**src/rtl/mem_arbiter_pkg.sv**
```systemverilog
// Shared types for the memory-port arbiter: access sizes, arbiter states and
// the latched downstream request record.
package mem_arbiter_pkg;

  localparam int MAX_D_STREAK_DEF = 4;
  localparam int STREAK_W_DEF     = 3;

  typedef enum logic [2:0] {
    MSIZE1 = 3'b000,
    MSIZE2 = 3'b001,
    MSIZE4 = 3'b010,
    MSIZE8 = 3'b011
  } msize_t;

  typedef enum logic [1:0] {
    IDLE   = 2'd0,
    BUSY_I = 2'd1,
    BUSY_D = 2'd2
  } arb_state_t;

  typedef struct packed {
    logic        valid;
    logic [63:0] addr;
    msize_t      size;
    logic [7:0]  strobe;
    logic [63:0] wdata;
  } mem_req_t;

endpackage

```
**src/rtl/mem_arbiter_pick.sv**
```systemverilog
// Grant decision for the memory port: dbus has fixed priority unless ibus has
// been waiting through a full streak of dbus grants.
module arb_pick
  import mem_arbiter_pkg::*;
#(
  parameter int MAX_D_STREAK = MAX_D_STREAK_DEF,
  parameter int STREAK_W     = STREAK_W_DEF
) (
  input  logic                i_valid,
  input  logic                d_valid,
  input  logic [STREAK_W-1:0] streak,
  output logic                grant_i,
  output logic                grant_d
);

  logic streak_full;

  assign streak_full = (streak >= STREAK_W'(MAX_D_STREAK));
  assign grant_d     = d_valid && (!i_valid || !streak_full);
  assign grant_i     = i_valid && !grant_d;

endmodule

```
**src/rtl/mem_arbiter.sv**
```systemverilog
// Single-outstanding arbiter between the fetch (ibus) and memory-stage (dbus)
// requesters and the shared memory port.
//
// state  | meaning
// IDLE   | no transaction outstanding; arbitrate and latch the winner
// BUSY_I | ibus request presented downstream, waiting for m_data_ok
// BUSY_D | dbus request presented downstream, waiting for m_data_ok
module mem_arbiter
  import mem_arbiter_pkg::*;
#(
  parameter int MAX_D_STREAK = MAX_D_STREAK_DEF,
  parameter int STREAK_W     = STREAK_W_DEF
) (
  input  logic        clk,
  input  logic        reset,
  input  logic        i_valid,
  input  logic [63:0] i_addr,
  output logic        i_data_ok,
  output logic [31:0] i_data,
  input  logic        d_valid,
  input  logic [63:0] d_addr,
  input  logic [2:0]  d_size,
  input  logic [7:0]  d_strobe,
  input  logic [63:0] d_wdata,
  output logic        d_data_ok,
  output logic [63:0] d_data,
  output logic        m_valid,
  output logic [63:0] m_addr,
  output logic [2:0]  m_size,
  output logic [7:0]  m_strobe,
  output logic [63:0] m_wdata,
  input  logic        m_data_ok,
  input  logic [63:0] m_data,
  output logic        busy,
  output logic        owner
);

  arb_state_t          state_q, state_d;
  mem_req_t            req_q, req_d;
  logic [STREAK_W-1:0] streak_q, streak_d;
  logic                grant_i, grant_d;

  arb_pick #(
    .MAX_D_STREAK(MAX_D_STREAK),
    .STREAK_W    (STREAK_W)
  ) u_pick (
    .i_valid(i_valid),
    .d_valid(d_valid),
    .streak (streak_q),
    .grant_i(grant_i),
    .grant_d(grant_d)
  );

  // Next state, request latch contents and streak count.
  always_comb begin
    state_d  = state_q;
    req_d    = req_q;
    streak_d = streak_q;
    case (state_q)
      IDLE: begin
        if (grant_d) begin
          state_d      = BUSY_D;
          req_d.valid  = 1'b1;
          req_d.addr   = d_addr;
          req_d.size   = msize_t'(d_size);
          req_d.strobe = d_strobe;
          req_d.wdata  = d_wdata;
          // Only dbus wins taken while ibus is waiting count toward starvation.
          if (!i_valid) begin
            streak_d = '0;
          end else if (streak_q < STREAK_W'(MAX_D_STREAK)) begin
            streak_d = streak_q + STREAK_W'(1);
          end
        end else if (grant_i) begin
          state_d      = BUSY_I;
          req_d.valid  = 1'b1;
          req_d.addr   = i_addr;
          req_d.size   = MSIZE4;
          req_d.strobe = '0;
          req_d.wdata  = '0;
          streak_d     = '0;
        end
      end
      BUSY_I, BUSY_D: begin
        if (m_data_ok) begin
          state_d     = IDLE;
          req_d.valid = 1'b0;
        end
      end
      default: begin
        state_d     = IDLE;
        req_d.valid = 1'b0;
      end
    endcase
  end

  // State, latch and streak registers; reset drops any in-flight access.
  always_ff @(posedge clk or negedge reset) begin
    if (!reset) begin
      state_q  <= IDLE;
      req_q    <= '0;
      streak_q <= '0;
    end else begin
      state_q  <= state_d;
      req_q    <= req_d;
      streak_q <= streak_d;
    end
  end

  assign m_valid  = req_q.valid;
  assign m_addr   = req_q.addr;
  assign m_size   = req_q.size;
  assign m_strobe = req_q.strobe;
  assign m_wdata  = req_q.wdata;

  assign busy  = (state_q != IDLE);
  assign owner = (state_q == BUSY_D);

  // Responses route only to the owner; m_data_ok seen in IDLE goes nowhere.
  assign i_data_ok = m_data_ok && (state_q == BUSY_I);
  assign d_data_ok = m_data_ok && (state_q == BUSY_D);
  assign i_data    = i_data_ok ? (req_q.addr[2] ? m_data[63:32] : m_data[31:0]) : '0;
  assign d_data    = d_data_ok ? m_data : '0;

endmodule

```
**config.mk**
```make
export PLATFORM = sky130hd
export DESIGN_NAME = mem_arbiter
export DESIGN_NICKNAME = d
export VERILOG_FILES = /design/src/rtl/mem_arbiter_pkg.sv /design/src/rtl/mem_arbiter_pick.sv /design/src/rtl/mem_arbiter.sv
export SDC_FILE = /design/constraint.sdc
export NUM_CORES = 1
export LEC_CHECK = 0
export CORE_AREA = 3 3 199 201
export CTS_CLUSTER_SIZE = 16
export DETAILED_ROUTE_END_ITERATION = 8
export DIE_AREA = 0 0 202 204
export PLACE_DENSITY = 0.49
export SYNTH_ARGS = -nofsm -noshare
export SYNTH_HDL_FRONTEND = slang
export SYNTH_SLANG_ARGS = --single-unit
```
**constraint.sdc**
```tcl
create_clock -name clk -period 2.9 [get_ports clk]
set_input_delay 0.87 -clock clk [delete_from_list [all_inputs] [get_ports clk]]
set_output_delay 0.87 -clock clk [all_outputs]
set_load 0.005 [all_outputs]
```
==> results of run 1 <==
==> what timing repair did <==
item | in CTS | in global routing
setup endpoints to repair | 97 | 38
buffers inserted | 2 | 8
pin swaps | 4 | 1
gates cloned | 2 | 3
gates resized for setup | 85 | 39
==> cells by family (layout without fill, tap and decap cells) <==
family,after synthesis,count (layout),share of synthesized area (%)
compound gates,215,215,20.4
fa+ha+maj,4,4,0.728
buf+inv,73,585,5.85
flops,145,145,52.8
mux,32,32,4.66
other cells,0,2,0
simple gates,235,235,15.5
==> layer usage <==
layer	global-route usage, %	vias to the layer above	wire length [µm]
met3	3.66	53	2100
met2	28.5	331	17900
met4	6.11	0	1210
met1	16.8	3564	12700
met5	0	-	0
li1	-	3470	-
==> sequential cells by signal, summed over array words and instances, names as in the netlist <==
name / flops
m_addr: 64
m_valid: 1
m_wdata: 64
m_size: 3
m_strobe: 8
streak_q: 3
state_q: 2
==> worst register-to-register path: cells and delay by family (launching register included) <==
| family | cells | cell delay [ns] |
|---|---|---|
| fa+ha+maj | 1 | 0.28 |
| simple gates | 1 | 0.09 |
| buf+inv | 2 | 0.37 |
| flops | 1 | 0.40 |
| compound gates | 2 | 0.53 |
==> cell type report <==
type	instances	area, µm²
Inverter	6	22.5
Clock inverter	13	126
Clock buffer	19	453
Tap cell	511	639
Sequential cell	145	3630
Multi-Input combinational cell	486	2880
Fill cell	3859	24400
Timing Repair Buffer	547	5640
Antenna cell	2	5.00
==> worst max path at each step <==
stage / startpoint / to / slack [ns] / depth (start not counted)
finish: m_data[8] / i_data[8] / 0.06 / 5
floorplan: m_data_ok / d_data[10] / 0.56 / 3
CTS: state_q[0]$_DFFE_PN0P_ / d_data[32] / -0.07 / 5
detailed placement: m_data[52] / i_data[20] / -0.18 / 4
global placement: m_data[52] / i_data[20] / -0.18 / 4
global route: m_data[8] / i_data[8] / -0.01 / 5
==> cell usage in the layout, fill, tap and decap left out, types with 13 or more instances in the layout <==
cell and instances:
buf_4 19, clkbuf_16 20, nor2_1 96, buf_12 13
nand2_1 66, a22o_1 74, dlymetal6s2s_1 38, clkdlybuf4s50_1 395
mux2i_1 32, a21oi_1 130, dfrtp_1 144, and3_1 63
dlygate4sd2_1 75
==> power breakdown <==
part	total, mW	switching [mW]	internal, mW
registers	3.69	0.624	3.06
logic	6.47	2.74	3.74
clock network	2.21	0.971	1.24
==> flow_metrics.tcl, run 1 <==
set metrics [dict create \
    dominantRegCellSynth "dfrtp_1" \
    synth_top_area_share_pct 52.8 \
    async_reset_ff_share_pct 100 \
    h-tree-depth 4 \
    peakVddDrop_mv 0.337 \
    grt.total_usage_pct 15.3 \
    netlist-cell-type-count 28 \
    grt_overflow 0 \
    core_area_um2 37800 \
    arrival_ns 1.97 \
    drtIter0Drc 351 \
    fin_nets 1479 \
    synth_edf_count 0 \
    rr_startpoint "state_q[0]$_DFFE_PN0P_" \
    max_freq_mhz 352 \
    status "finished clean" \
    drive_gt1_share_pct 6.99 \
    syn_nets 980 \
    synth.most_common_cell "dfrtp_1" \
    slew_headroom_pct 56.6 \
    dieArea_um2 41200 \
    hold_viol 0 \
    synth-seq-cells 145 \
    cp.required_ns 2.03 \
    dp_hpwl_um 24600 \
    cp-end-kind "output pin" \
    first_global_vias 7576 \
    power_density_nw_per_um2 923 \
    hold_class "input pin to async pin" \
    fin_tns_setup_ns 0 \
    syn-mean-instance-area_um2 9.76 \
    placed_area_um2 12600 \
    clockBufferDepth 2 \
    ant_nets 0 \
    fin_crit_sh_pct 97.9 \
    die_height_um 204 \
    rows 71 \
    seq_area_frac_synth_pct 52.8 \
    syn-cell-area_um2 6870 \
    cts_sinks 145 \
    synth_common_cells "dfrtp_1 (145), a21oi_1 (130), nor2_1 (96)" \
    rr_endpoint "m_addr[15]$_DFFE_PN0P_" \
    crit_chain "clkdlybuf4s50_1 > mux2i_1 > buf_4 > nor2_1 > dlygate4sd2_1" \
    drv_cap 0 \
    fin_util_pct 35.5 \
    setup_slack_ns 0.0600 \
    r2r_slack_ns 1.16 \
    wl_um 33900 \
    drc 0 \
    worst_pin_slew_ns 0.652 \
    io_pins 512 \
    cp_top_family "buffers and inverters" \
    root_buffer "clkbuf_16" \
    grt_pass1_wl_um 48500 \
    synth_cells 704 \
    p_leak_nw 6.71 \
    r2r_cells 6 \
    critPathMaxFanout 2 \
    period_minus_slack_ns 2.84 \
    cp-start-kind "input pin" \
    cts_buffers 17 \
    crit_slowest_cell "clkdlybuf4s50_1" \
    insertion_delay_ns 0.43 \
    start_util_pct 18.2 \
    wl_per_cell_um 19.6 \
    skew_ns 0.0143 \
    design_area_um2 13400 \
    clk_pin_slew_ns 0.07 \
    power.total_mw 12.4 \
    routabilityCongestion 0.960 \
    crit_type "input pin to output pin" \
    grt_antenna_before_repair 4 \
    dr_total_vias 7418 \
    vias_per_cell 4.29 \
    die_w_um 202 \
    slew_violations 0 \
    place_ws_ns -0.181 \
    hold_ws_ns 0.445 \
    cts_tree "done" \
    holdBufCountCts 0 \
    synth_area_leaders "dfrtp_1 (53%), a21oi_1 (9.5%), a22o_1 (9.4%), and3_1 (5.9%), nor2_1 (5.2%)" \
    slowest_delay_ns 0.49 \
    crit_buf_inv 3 \
    ys_warn_count 0 \
    portBuffers 511 \
    dpl.cell_count 1680 \
    final_cells 1729 \
    syn2layout_area_growth_pct 95.0 \
    synth_top_cell_by_area "dfrtp_1" \
    setup_viol 0 \
    grt_max_degree 67 \
    dr.pass1.iters 4 \
]
No activity file was read; power rests on OpenSTA's default activity.
==> run 2: changes to the inputs <==
PLACE_DENSITY = 0.51   (was 0.49)
==> run 2 against run 1 <==
Effect of this change: global-route usage is 0.36 points higher; non-clock buffer count is 3 higher; worst hold slack worse by 0.045 ns; final cell count is 0.35% higher; core utilization is 0.17 points lower; register-to-register slack worse by 0.12 ns; critical path depth is 1 lower; flip-flop and latch count stayed put; wire length is 0.94% higher; clock-buffer cell count is 1 lower; combinational power hardly changed; clock power hardly changed.
==> flow_metrics.tcl, run 2 (synthesized netlist as in run 1, its figures left out) <==
set metrics [dict create \
    status "finished clean" \
    grt.total_usage_pct 15.7 \
    arrival_ns 1.98 \
    clk_pin_slew_ns 0.07 \
    fin_util_pct 35.3 \
    ant_nets 0 \
    routabilityCongestion 0.992 \
    dr_total_vias 7490 \
    hold_ws_ns 0.401 \
    start_util_pct 18.2 \
    drive_gt1_share_pct 7.55 \
    period_minus_slack_ns 2.85 \
    drc 0 \
    skew_ns 0.00787 \
    insertion_delay_ns 0.42 \
    clockBufferDepth 2 \
    seqCellArea_um2 3630 \
    slew_headroom_pct 65.6 \
    wl_per_cell_um 19.7 \
    portBuffers 511 \
    cp-start-kind "input pin" \
    cts_buffers 17 \
    first_global_vias 7838 \
    cts_tree "done" \
    drv_cap 0 \
    cts_sinks 145 \
    grt_pass1_wl_um 49800 \
    holdBufCountCts 0 \
    mostFrequentLayoutCell "clkdlybuf4s50_1" \
    root_buffer "clkbuf_16" \
    rsz0062_at_grt "no" \
    final_cell_mix "clkdlybuf4s50_1 (397), dfrtp_1 (144), a21oi_1 (130), dlygate4sd2_1 (100), nor2_1 (96)" \
    grt_max_degree 83 \
    multi_input_area_um2 2910 \
    critPathMaxFanout 56 \
    power_density_nw_per_um2 928 \
    wl_um 34200 \
    die_height_um 204 \
    slew_violations 0 \
    peakVddDrop_mv 0.604 \
    cp-end-kind "output pin" \
    io_pins 512 \
    design_area_um2 13300 \
    worst_pin_slew_ns 0.516 \
    h-tree-depth 4 \
    dp_hpwl_um 25000 \
    syn2layout_area_growth_pct 94.1 \
    p_leak_nw 6.34 \
    drtIter0Drc 374 \
    grt_overflow 0 \
    hold_class "input pin to async pin" \
    fin_crit_sh_pct 98.1 \
    vias_per_cell 4.32 \
    dr.pass1.iters 4 \
    setup_viol 0 \
    hold_viol 0 \
    nFillCells 3899 \
    dpl.cell_count 1683 \
    die_w_um 202 \
    core_area_um2 37800 \
    fin_nets 1482 \
    grt_antenna_before_repair 5 \
    cp.required_ns 2.03 \
    placed_area_um2 12600 \
    dieArea_um2 41200 \
    final_cells 1735 \
    place_ws_ns -0.0978 \
    max_freq_mhz 351 \
    rows 71 \
    setup_slack_ns 0.0542 \
    crit_type "input pin to output pin" \
]
==> run 2: where the power goes <==
group | internal, mW | total, mW | leakage (nW) | switching (mW)
Sequential | 3.06 | 3.64 | 1.75 | 0.582
Combinational | 3.69 | 6.49 | 4.30 | 2.79
Clock | 1.28 | 2.24 | 0.278 | 0.957
==> run 2: cell type report <==
type                            count  area share, %
Tap cell                          511           4.79
Inverter                            6          0.169
Clock inverter                     14           1.15
Sequential cell                   145           27.2
Clock buffer                       18           3.22
Multi-Input combinational cell    486           21.8
Antenna cell                        5         0.0938
Timing Repair Buffer              550           41.6
==> run 2: worst paths after layout <==
kind / end / slack [ns] / depth (start not counted) / start
min in group clk: m_strobe[4]$_DFFE_PN0P_ / 0.50 / 1 / m_strobe[4]$_DFFE_PN0P_
setup reg to reg: m_wdata[18]$_DFFE_PN0P_ / 1.04 / 7 / state_q[0]$_DFFE_PN0P_
max in group asynchronous: m_wdata[50]$_DFFE_PN0P_ / 1.83 / 2 / reset
setup / recovery: d_data[40] / 0.05 / 4 / m_data_ok
hold / removal: m_addr[37]$_DFFE_PN0P_ / 0.40 / 1 / reset
hold reg to reg: m_strobe[4]$_DFFE_PN0P_ / 0.50 / 1 / m_strobe[4]$_DFFE_PN0P_
==> run 2: critical path, stage by stage <==
cell,delay [ns]
buf_2,0.14
buf_12,0.21
and3_4,0.22
clkdlybuf4s50_1,0.50
==> run 2: repair_timing <==
action,CTS,global route
resized for setup,113,14
gates cloned,3,0
setup buffers,7,6
setup endpoints to repair,95,16
hold endpoints to repair,0,0
==> run 2: per-layer routing <==
metal | track usage, % | share of wire (%)
met2 | 28.4 | 51
met1 | 17.5 | 39
met4 | 6.78 | 3.4
met3 | 3.89 | 6.4
met5 | 0 | 0
==> run 2: through the flow <==
step                power [mW]  setup TNS (ns)
floorplan                 6.19               0
global placement          9.99           -2.80
detailed placement        10.0           -2.74
CTS                       12.5         -0.0713
global route              13.2               0
finish                    12.4               0
